===== src/rtl/mux_scheduler_pkg.sv =====
// Shared definitions for the analog mux scheduler.
//   state_t    : FSM state encoding
//   idx_width  : width of a slot index for a given number of mux slots (min 1)
//   cnt_width  : width of the shared settle/discharge down-counter
package mux_scheduler_pkg;

    typedef enum logic [1:0] {
        IDLE      = 2'd0,
        SELECT    = 2'd1,
        SAMPLE    = 2'd2,
        DISCHARGE = 2'd3
    } state_t;

    function automatic int idx_width(input int n);
        return (n <= 2) ? 1 : $clog2(n);
    endfunction

    // The counter is loaded with (cycles - 1), so it only needs to hold max-1.
    function automatic int cnt_width(input int settle, input int discharge);
        int m;
        m = (settle > discharge) ? settle : discharge;
        return (m <= 2) ? 1 : $clog2(m);
    endfunction

endpackage


===== src/rtl/mux_slot_finder.sv =====
// Combinational search for the lowest set bit of a mask above (or, with
// inclusive=1, at or above) a starting slot index.
//   mask        : candidate slots
//   start_index : search origin
//   inclusive   : 1 = the origin itself is a candidate
//   found       : a qualifying bit exists
//   index       : lowest qualifying slot (0 when none found)
module mux_slot_finder
    import mux_scheduler_pkg::*;
#(
    parameter int N = 4
) (
    input  logic [N-1:0]            mask,
    input  logic [idx_width(N)-1:0] start_index,
    input  logic                    inclusive,
    output logic                    found,
    output logic [idx_width(N)-1:0] index
);

    localparam int IDX_W = idx_width(N);

    // Scanning downwards so the last hit written is the lowest qualifying slot.
    always_comb begin
        found = 1'b0;
        index = '0;
        for (int i = N - 1; i >= 0; i--) begin
            if (mask[i] && ((i > int'(start_index)) ||
                            (inclusive && (i == int'(start_index))))) begin
                found = 1'b1;
                index = IDX_W'(i);
            end
        end
    end

endmodule


===== src/rtl/mux_scheduler.sv =====
// Analog mux scheduler: walks the enabled mux slots of a frame in ascending
// order, settles each one, samples all comparator lines into pulse_in, then
// discharges the sample/hold before the next frame.
//
// Ports
//   clk           : sampling clock (pll_clk domain)
//   reset         : synchronous, active-high
//   enable        : start or continue framing (checked at frame boundaries)
//   chan_mask     : slot enables, latched at frame start
//   line_in       : comparator inputs
//   mux_out       : one-hot analog mux select, 0 when idle/discharging
//   sh_reset      : sample/hold discharge
//   sample_strobe : one-cycle pulse after pulse_in was updated
//   sample_index  : slot captured at the last sample_strobe
//   pulse_in      : demuxed samples, bit slot*NUM_LINES+line
//   frame_done    : one-cycle pulse after the discharge phase
//   busy          : high in every state except IDLE
//
// state     | meaning
// ----------+-----------------------------------------------------------
// IDLE      | mux off, S/H discharged, waiting for enable with a mask
// SELECT    | mux driven to current slot, settling for SETTLE_CYCLES
// SAMPLE    | one cycle; comparator lines captured for current slot
// DISCHARGE | mux off, S/H discharged for DISCHARGE_CYCLES, frame end
module mux_scheduler
    import mux_scheduler_pkg::*;
#(
    parameter int MUX_LINES        = 4,
    parameter int NUM_LINES        = 2,
    parameter int SETTLE_CYCLES    = 2,
    parameter int DISCHARGE_CYCLES = 1
) (
    input  logic                           clk,
    input  logic                           reset,
    input  logic                           enable,
    input  logic [MUX_LINES-1:0]           chan_mask,
    input  logic [NUM_LINES-1:0]           line_in,
    output logic [MUX_LINES-1:0]           mux_out,
    output logic                           sh_reset,
    output logic                           sample_strobe,
    output logic [idx_width(MUX_LINES)-1:0] sample_index,
    output logic [NUM_LINES*MUX_LINES-1:0] pulse_in,
    output logic                           frame_done,
    output logic                           busy
);

    localparam int IDX_W = idx_width(MUX_LINES);
    localparam int CNT_W = cnt_width(SETTLE_CYCLES, DISCHARGE_CYCLES);
    localparam logic [CNT_W-1:0] SETTLE_LOAD    = CNT_W'(SETTLE_CYCLES - 1);
    localparam logic [CNT_W-1:0] DISCHARGE_LOAD = CNT_W'(DISCHARGE_CYCLES - 1);

    state_t               state;
    logic [MUX_LINES-1:0] frame_mask;
    logic [IDX_W-1:0]     slot;
    logic [CNT_W-1:0]     cnt;

    logic                 first_found;
    logic [IDX_W-1:0]     first_idx;
    logic                 next_found;
    logic [IDX_W-1:0]     next_idx;
    logic                 start_ok;

    function automatic logic [MUX_LINES-1:0] onehot(input logic [IDX_W-1:0] idx);
        logic [MUX_LINES-1:0] v;
        v      = '0;
        v[idx] = 1'b1;
        return v;
    endfunction

    // Lowest slot of the live mask, used when a new frame is launched.
    mux_slot_finder #(.N(MUX_LINES)) u_first_slot (
        .mask        (chan_mask),
        .start_index ('0),
        .inclusive   (1'b1),
        .found       (first_found),
        .index       (first_idx)
    );

    // Next slot above the current one within the latched frame mask.
    mux_slot_finder #(.N(MUX_LINES)) u_next_slot (
        .mask        (frame_mask),
        .start_index (slot),
        .inclusive   (1'b0),
        .found       (next_found),
        .index       (next_idx)
    );

    assign start_ok = enable && first_found;

    always_ff @(posedge clk) begin
        if (reset) begin
            state         <= IDLE;
            frame_mask    <= '0;
            slot          <= '0;
            cnt           <= '0;
            mux_out       <= '0;
            sh_reset      <= 1'b1;
            sample_strobe <= 1'b0;
            sample_index  <= '0;
            pulse_in      <= '0;
            frame_done    <= 1'b0;
            busy          <= 1'b0;
        end else begin
            sample_strobe <= 1'b0;
            frame_done    <= 1'b0;
            case (state)
                IDLE: begin
                    if (start_ok) begin
                        state      <= SELECT;
                        frame_mask <= chan_mask;
                        slot       <= first_idx;
                        cnt        <= SETTLE_LOAD;
                        mux_out    <= onehot(first_idx);
                        sh_reset   <= 1'b0;
                        busy       <= 1'b1;
                    end
                end
                SELECT: begin
                    if (cnt == '0) begin
                        state <= SAMPLE;
                    end else begin
                        cnt <= cnt - CNT_W'(1);
                    end
                end
                SAMPLE: begin
                    for (int s = 0; s < MUX_LINES; s++) begin
                        for (int x = 0; x < NUM_LINES; x++) begin
                            if (IDX_W'(s) == slot) begin
                                pulse_in[s*NUM_LINES + x] <= line_in[x];
                            end
                        end
                    end
                    sample_index  <= slot;
                    sample_strobe <= 1'b1;
                    if (next_found) begin
                        state   <= SELECT;
                        slot    <= next_idx;
                        cnt     <= SETTLE_LOAD;
                        mux_out <= onehot(next_idx);
                    end else begin
                        // Slot index never wraps directly; a frame always ends here.
                        state    <= DISCHARGE;
                        cnt      <= DISCHARGE_LOAD;
                        mux_out  <= '0;
                        sh_reset <= 1'b1;
                    end
                end
                DISCHARGE: begin
                    if (cnt != '0) begin
                        cnt <= cnt - CNT_W'(1);
                    end else begin
                        frame_done <= 1'b1;
                        if (start_ok) begin
                            state      <= SELECT;
                            frame_mask <= chan_mask;
                            slot       <= first_idx;
                            cnt        <= SETTLE_LOAD;
                            mux_out    <= onehot(first_idx);
                            sh_reset   <= 1'b0;
                        end else begin
                            state <= IDLE;
                            slot  <= '0;
                            busy  <= 1'b0;
                        end
                    end
                end
                default: begin
                    state <= IDLE;
                end
            endcase
        end
    end

endmodule


===== config.mk =====
export PLATFORM = sky130hd
export DESIGN_NAME = mux_scheduler
export DESIGN_NICKNAME = d
export VERILOG_FILES = /design/src/rtl/mux_scheduler_pkg.sv /design/src/rtl/mux_slot_finder.sv /design/src/rtl/mux_scheduler.sv
export SDC_FILE = /design/constraint.sdc
export NUM_CORES = 1
export LEC_CHECK = 0
export CAP_MARGIN = 20
export CORE_MARGIN = 3
export CORE_UTILIZATION = 44
export DETAILED_ROUTE_END_ITERATION = 8
export GPL_ROUTABILITY_DRIVEN = 0
export PLACE_DENSITY = 0.74
export SYNTH_ARGS = -nofsm -noshare
export SYNTH_HDL_FRONTEND = slang
export SYNTH_SLANG_ARGS = --single-unit

===== constraint.sdc =====
create_clock -name clk -period 1.3 [get_ports clk]
set_input_delay 0.195 -clock clk [delete_from_list [all_inputs] [get_ports clk]]
set_output_delay 0.195 -clock clk [all_outputs]
set_load 0.01 [all_outputs]

==> metrics.csv, run 1 <==
metric,value,unit
port_buffers,26,
tightest_slew,0.283,ns
slew-limit-headroom,80.9,%
grt_pass1_wl,5690,um
viasPerCell,5.57,
violations,setup timing,
synth-seq-area-share,41.6,%
syn-instance-count,144,
synth_nets,153,
nFillCells,176,
place_area,1760,um^2
cts_max_level,1,
yosys_warnings,0,
synth.avg_cell_area,8.68,um^2
clk_pin_slew,0.14,ns
antenna_left,0,
hpwl,2540,um
hp-class,in -> reg,
post-place-cells,224,
p_leak,0.850,nW
postLayoutCoreUtil,74.6,%
synth_area,1250,um^2
ff2ff_path_depth,4,
timing.setup.tns,-0.0722,ns
drv_cap,0,
synth-compound-area-share,22.3,%
route.detailed.drc,0,
yosys.area.top_type,dfxtp_1,
clock_latency,0.33,ns
finalMaxSlewViolations,0,
drtIter0Drc,33,
final_area,1930,um^2
grt_pass1_vias,1247,
max_freq,0.729,GHz
coreArea,2590,um^2
antenna_found_initial,0,
die-height,59.3,um
routedWlPerCell,15.4,um
root_buffer,clkbuf_4,
cts_buffer_depth,2,
layout_setup_ws,-0.0713,ns
initial_core_util,48.3,%
worstPathArrival,1.65,ns
synth-adder-area-share,0,%
synth-xor-area-share,0,%
end_kind,flop,
drive_above_1_share,34.2,%
cp-start-kind,flop,
worst-path-max-fanout,6,
p_per_area,1090,nW/um^2
status,"finished, violations left",
synth_edf_count,0,
synth_area_leaders,"dfxtp_1 (42%), mux2i_1 (8.0%), nor2_1 (5.4%), a21oi_1 (5.2%), o21ai_0 (3.2%)",
synth-simple-area-share,23.8,%
grt_start_max_net_pins,15,
cp.required,1.58,ns
hold_viol,0,
fin_skew,0.00609,ns
synth-seq-cells,26,
crit_type,reg -> reg,
synth_mux_area_share,8.01,%
syn_to_final_growth,54.6,%
fin_crit,1.37,ns
grt_overflow_total,0,
wl,3570,um
cts_sinks,26,
cts_buffers,3,
hold_depth,4,
min_period_over_period,105,%
grt_usage,21.3,%
rsz0062_at_grt,true,
ir_worst_vdd,745,uV
rows,18,
antenna_cells,0,
synth_top_area_share,41.6,%
finalNetCount,212,
synth_top_family_by_area,simple AND/OR/NAND/NOR gates,
synth_cell_types,37,
instances_no_fill,232,
synthArstFlopShare,0,%
dieWidth,59.3,um
dieArea,3520,um^2
first_pass_iters,4,
ios,27,
routed-via-count,1292,
synth_ff_type,dfxtp_1,
cts_tree,yes,
setup_viol,2,
ctsHoldBuffers,0,
## power breakdown
part | switching [W] | internal, W | total (W) | leakage, nW
registers | 0.0000714 | 0.000868 | 0.000940 | 0.214
logic | 0.000350 | 0.000388 | 0.000738 | 0.614
clock network | 0.000248 | 0.000172 | 0.000419 | 0.0210
total | 0.000669 | 0.00143 | 0.00210 | 0.850
## Yosys cell counts, drive strengths merged, types with 3 or more instances
library cell / instances
o21ai: 10
clkbuf: 3
buf: 5
or2: 4
inv: 4
o21a: 4
nor2: 18
nor3: 6
nand2b: 5
dfxtp: 26
a221oi: 3
nand3: 5
mux2i: 10
nand2: 7
a21oi: 14
## worst paths after layout
| path | slack, ns | from | endpoint |
|---|---|---|---|
| setup / recovery | -0.07 | state[1]$_SDFFE_PP0P_ | mux_out[0]$_SDFFE_PP0P_ |
| hold / removal | 0.30 | chan_mask[3] | frame_mask[3]$_SDFFE_PP0P_ |
| setup reg to reg | -0.07 | state[1]$_SDFFE_PP0P_ | mux_out[0]$_SDFFE_PP0P_ |
| hold reg to reg | 0.46 | sample_index[0]$_SDFFE_PP0P_ | sample_index[0]$_SDFFE_PP0P_ |
## per-stage QoR
stage	setup slack, ns	power (W)	hold WS [ns]
3_3_place_gp	-0.413	0.00155	0.437
6_report	-0.0713	0.00210	0.301
3_5_place_dp	-0.466	0.00157	0.459
4_1_cts	-0.0641	0.00202	0.475
5_1_grt	-0.0958	0.00220	0.323
2_1_floorplan	-0.00415	0.00126	0.267
## cell type report
type                            instances  area, um^2  area share [%]
Clock buffer                            4        36.3            1.88
Inverter                                4        17.5           0.907
Multi-Input combinational cell        106         790            40.9
Sequential cell                        26         531            27.5
Tap cell                               30        37.5            1.94
Timing Repair Buffer                   62         520            26.9
## registers in the layout, summed over array words and instances, names as in the netlist
| register | count |
|---|---|
| sh_reset | 1 |
| mux_out | 4 |
| busy | 1 |
| sample_index | 2 |
| sample_strobe | 1 |
| pulse_in | 8 |
| frame_mask | 3 |
| frame_done | 1 |
| slot | 2 |
| state | 2 |
| cnt | 1 |
## cell families after synthesis
| family | count (synthesis) |
|---|---|
| AO/OA/AOI/OAI | 40 |
| buffers and inverters | 12 |
| flip-flops | 26 |
| multiplexers | 10 |
| AND/OR/NAND/NOR | 56 |
## per-layer routing
layer | GRT usage (%) | wire length (um)
met3 | 3.27 | 148
met5 | 0 | 0
met4 | 7.44 | 63
met2 | 37.1 | 1860
met1 | 26.4 | 1500
## layout by cell type (no fill, tap or decap), types with 2 or more instances in the layout
master	instances
buf_4	32
dfxtp_1	22
dlygate4sd2_1	22
nor2_1	17
mux2i_1	10
a21oi_1	10
nand2_1	7
o21ai_0	6
nor3_1	5
o21a_1	4
nand3_1	4
buf_6	4
nand2b_4	3
inv_1	3
a21oi_2	3
clkbuf_4	3
clkdlybuf4s50_1	3
a221oi_4	2
or2_1	2
nand3b_1	2
o21ai_1	2
a31oi_1	2
or2_2	2
nand2b_1	2
nor3b_2	2
dfxtp_2	2
dfxtp_4	2
## worst max-delay path, cell delays in order (launching register included)
cell	delay (ns)
dfxtp_4	0.39
nor2b_4	0.15
buf_6	0.12
or4_4	0.52
a21oi_2	0.14
## what timing repair did
action / 4_1_cts / 5_1_grt
setup endpoints to repair: 38 / 14
pin swaps: 4 / 7
buffers inserted: 2 / 2
gates resized for setup: 38 / 19
(Power assumes the default switching activity.)
==> run 2: changes to the inputs <==
- ABC_CLOCK_PERIOD_IN_PS: not set -> 1300
- CORE_MARGIN: 3 -> not set
- SETUP_SLACK_MARGIN: not set -> 0.05
==> metrics.csv, run 2 (same netlist as run 1, synthesis figures left out) <==
metric,value,unit,change
status,"finished, violations left",,
violations,setup timing,,
grt_usage,24.5,%,+3.2 points
largest-register,pulse_in,,
finalNetCount,220,,+3.8%
critPathSlowestCell,dfxtp_4,,
setup_viol,7,,+5
holdWs,0.440,ns,+0.138 ns
clk_pin_slew,0.14,ns,about the same
largest_reg_flops,8,,unchanged
grt_start_max_net_pins,15,,unchanged
coreArea,2590,um^2,unchanged
crit_type,reg -> reg,,
dieWidth,55.3,um,-6.7%
dieArea,3060,um^2,-13%
route.detailed.drc,0,,unchanged
tightest_slew,0.433,ns,+0.151 ns
grt_overflow_total,0,,unchanged
initial_core_util,48.3,%,unchanged
fin_crit,1.37,ns,+0.00302 ns
clock_latency,0.33,ns,about the same
antenna_left,0,,unchanged
cts_buffer_depth,2,,unchanged
antenna_cells,0,,unchanged
syn_to_final_growth,64.8,%,
ir_worst_vdd,1150,uV,+55%
cp-start-kind,flop,,
first_pass_iters,4,,unchanged
rsz0062_at_grt,true,,
max_stage_delay,0.41,ns,-0.11 ns
cts_max_level,1,,unchanged
layout_commonest_cell,buf_4,,
cp_common_cell,nor3_1,,
finalMaxSlewViolations,0,,unchanged
cts_tree,yes,,
viasPerCell,5.71,,+2.5%
slew-limit-headroom,70.7,%,-10 points
wl,4040,um,+13%
routed-via-count,1370,,+6.0%
worstPathArrival,1.61,ns,-0.04 ns
drive_above_1_share,40.5,%,+6.3 points
cts_sinks,26,,unchanged
hpwl,2510,um,-1.1%
routedWlPerCell,16.8,um,+9.3%
grt_pass1_vias,1254,,+0.56%
max_freq,0.728,GHz,-0.22%
cts_buffers,3,,unchanged
ios,27,,unchanged
drtIter0Drc,66,,+100%
hold_viol,0,,unchanged
min_period_over_period,106,%,+0.23 points
worst-path-max-fanout,6,,unchanged
p_per_area,1070,nW/um^2,-1.1%
layout_setup_ws,-0.0743,ns,-0.00302 ns
final_cell_mix,"buf_4 (33), dfxtp_1 (21), dlygate4sd2_1 (21)",,
end_kind,flop,,
hp-class,in -> reg,,
cp.required,1.54,ns,-0.04 ns
post-place-cells,221,,-1.3%
rows,18,,unchanged
grt_pass1_wl,5930,um,+4.4%
postLayoutCoreUtil,79.5,%,+4.9 points
top_regs,"pulse_in: 8 flops, mux_out: 4 flops, frame_mask: 3 flops",,
crit_chain,buf_4 -> nand2b_4 -> buf_6 -> a221oi_4 -> nor3_1 -> nor3_1,,
root_buffer,clkbuf_4,,
drv_cap,0,,unchanged
p_leak,0.892,nW,+5.0%
antenna_found_initial,0,,unchanged
instances_no_fill,240,,+3.4%
fin_skew,0.00759,ns,+0.00150 ns
port_buffers,26,,unchanged
die-height,55.3,um,-6.7%
## run 2: critical path: cells and delay by family, from the launching register on
kind / cells / cell delay [ns]
and+or+nand+nor: 3 / 0.37
AOI/OAI and AO/OA: 1 / 0.23
buffers and inverters: 2 / 0.27
DFF: 1 / 0.41
## run 2: where the power goes
part	total (W)	internal, W	leakage (nW)	switching, W
logic	0.000864	0.000462	0.656	0.000402
registers	0.000940	0.000870	0.215	0.0000698
clock network	0.000406	0.000172	0.0210	0.000235
## run 2: worst paths after layout
kind         slack (ns)                          from  cells past startpoint                           end
max reg2reg       -0.07         state[1]$_SDFFE_PP0P_                      6          slot[1]$_SDFFE_PP0P_
max               -0.07         state[1]$_SDFFE_PP0P_                      6          slot[1]$_SDFFE_PP0P_
min reg2reg        0.46  sample_index[1]$_SDFFE_PP0P_                      2  sample_index[1]$_SDFFE_PP0P_
min                0.44                  chan_mask[1]                      4    frame_mask[1]$_SDFFE_PP0P_
## run 2: per-layer routing
| metal | wire length [um] | track usage, % | vias to the layer above |
|---|---|---|---|
| met5 | 0 | 0 | - |
| met4 | 75 | 9.64 | 0 |
| met3 | 157 | 5.85 | 9 |
| met2 | 2150 | 42.5 | 35 |
| met1 | 1660 | 29.0 | 675 |
| li1 | - | - | 651 |
## run 2: through the flow
stage,cell area (um^2),setup slack (ns),total power [W],TNS (ns)
6_report,2060,-0.0743,0.00221,-0.220
5_1_grt,2060,-0.160,0.00232,-0.685
4_1_cts,1900,-0.0347,0.00205,-0.0585
3_5_place_dp,1750,-0.459,0.00157,-5.06
3_3_place_gp,1750,-0.416,0.00155,-4.58
2_1_floorplan,1270,-0.00414,0.00127,-0.00414
## run 2: area by class of cell
| class | count | area [um^2] |
|---|---|---|
| sequential | 26 | 534 |
| clock buffer | 4 | 36.3 |
| timing repair buffer | 70 | 608 |
| multi-input combinational | 106 | 828 |
| fill | 157 | 531 |
| inverter | 4 | 15.0 |
| tap | 30 | 37.5 |
## run 2: what timing repair did
action / CTS / global route
resized for setup: 51 / 23
setup buffers: 7 / 8
endpoints found under the setup margin: 40 / 17
hold buffers: 0 / 0
pin swaps: 11 / 13
==> run 3: changes to the inputs <==
- GPL_TIMING_DRIVEN: not set -> 0
- PLACE_DENSITY: 0.74 -> 0.79
==> metrics.csv, run 3 (same netlist as run 1, synthesis figures left out) <==
metric,value,unit,change
status,"finished, violations left",,
violations,setup timing,,
dieWidth,55.3,um,unchanged
coreArea,2590,um^2,unchanged
multi_input_area,882,um^2,+6.5%
routedWlPerCell,17.7,um,+5.1%
fin_crit,1.41,ns,+0.0334 ns
route.detailed.drc,0,,unchanged
rsz0062_at_grt,true,,
port_buffers,26,,unchanged
die-height,55.3,um,unchanged
cp.required,1.58,ns,+0.04 ns
timing.setup.tns,-0.376,ns,-0.155 ns
cts_sinks,26,,unchanged
largest_reg_flops,8,,unchanged
dieArea,3060,um^2,unchanged
drv_cap,0,,unchanged
slew-limit-headroom,67.0,%,-3.7 points
hp-class,in -> reg,,
antenna_cells,0,,unchanged
min_period_over_period,108,%,+2.6 points
p_leak,0.812,nW,-9.0%
p_per_area,1080,nW/um^2,+0.45%
viasPerCell,5.83,,+2.2%
crit_type,reg -> reg,,
grt_pass1_wl,5600,um,-5.7%
antenna_left,0,,unchanged
power,0.00212,W,-3.9%
hpwl,2130,um,-15%
grt_start_max_net_pins,14,,-1
grt_overflow_total,0,,unchanged
tightest_slew,0.495,ns,+0.0621 ns
max_freq,0.710,GHz,-2.4%
largest-register,pulse_in,,
ff2ff_path_depth,5,,-1
postLayoutCoreUtil,76.1,%,-3.4 points
final_cell_mix,"dfxtp_1 (21), dlygate4sd2_1 (20), nor2_1 (17)",,
worstPathArrival,1.69,ns,+0.08 ns
grt_pass1_vias,1181,,-5.8%
wl,3910,um,-3.2%
layout_commonest_cell,dfxtp_1,,
initial_core_util,48.3,%,unchanged
layout_setup_ws,-0.108,ns,-0.0334 ns
fin_skew,0.0135,ns,+0.00587 ns
cts_max_level,1,,unchanged
clk_pin_slew,0.14,ns,about the same
grt_usage,23.6,%,-0.94 points
pre_cts_ws,-0.616,ns,-0.157 ns
hold_depth,3,,-1
cts_buffers,3,,unchanged
cts_buffer_depth,2,,unchanged
end_kind,flop,,
antenna_found_initial,0,,unchanged
setup_viol,10,,+3
ir_worst_vdd,1220,uV,+6.1%
clock_latency,0.33,ns,about the same
first_pass_iters,4,,unchanged
hold_viol,0,,unchanged
finalMaxSlewViolations,0,,unchanged
finalNetCount,202,,-8.2%
cts_tree,yes,,
root_buffer,clkbuf_4,,
ctsHoldBuffers,0,,unchanged
drtIter0Drc,64,,-3.0%
drive_above_1_share,36.6,%,-3.8 points
nFillCells,176,,+12%
ios,27,,unchanged
seq_area,529,um^2,-0.94%
cp-start-kind,flop,,
worst-path-max-fanout,5,,-1
rows,18,,unchanged
syn_to_final_growth,57.7,%,
holdWs,0.251,ns,-0.188 ns
routed-via-count,1289,,-5.9%
top_regs,"pulse_in: 8 flops, mux_out: 4 flops, frame_mask: 3 flops",,
-- run 3: changes by cell type in the layout (fill, tap and decap cells not counted), sizes merged --
cell,previous run,this run
clkbuf,4,5
buf,44,24
dlygate4sd2,21,20
clkdlybuf4s15,2,3
-- run 3: what timing repair did --
item / CTS / global route
endpoints found under the setup margin: 42 / 20
pin swaps: 18 / 14
setup buffers: 13 / 7
gates resized for setup: 64 / 26
-- run 3: cell type report --
cell class / count / area share (%)
tap: 30 / 1.90
inverter: 4 / 0.889
multi-input combinational: 106 / 44.8
sequential: 26 / 26.9
clock buffer: 3 / 1.14
timing repair buffer: 45 / 20.8
buffer: 7 / 3.68
-- run 3: metrics by stage --
stage	instances	area, um^2
2_1_floorplan	144	1270
3_3_place_gp	200	1570
3_5_place_dp	200	1570
4_1_cts	216	1820
5_1_grt	221	1970
6_report	221	1970
-- run 3: worst max-delay path: stages (launching register included) --
cell     delay, ns
dfxtp_2       0.36
buf_6         0.11
and2b_4       0.17
o21ai_4       0.07
or4_4         0.54
a21oi_2       0.12
-- run 3: worst paths after layout --
check | start | endpoint | slack, ns
setup / recovery | state[1]$_SDFFE_PP0P_ | mux_out[0]$_SDFFE_PP0P_ | -0.11
hold / removal | chan_mask[3] | frame_mask[3]$_SDFFE_PP0P_ | 0.25
hold reg to reg | sample_index[1]$_SDFFE_PP0P_ | sample_index[1]$_SDFFE_PP0P_ | 0.46
setup reg to reg | state[1]$_SDFFE_PP0P_ | mux_out[0]$_SDFFE_PP0P_ | -0.11
-- run 3: power breakdown --
part           total (W)  internal [W]  switching [W]
sequential      0.000940      0.000869      0.0000713
combinational   0.000837      0.000423       0.000414
clock           0.000348      0.000109       0.000239
-- run 3: layer usage --
metal / track usage [%] / up-vias / part of all wire, %
met4: 11.1 / 0 / 2.4
met3: 5.62 / 10 / 4.7
met2: 39.4 / 38 / 51
li1: - / 608 / -
met5: 0 / - / 0
met1: 28.5 / 633 / 42
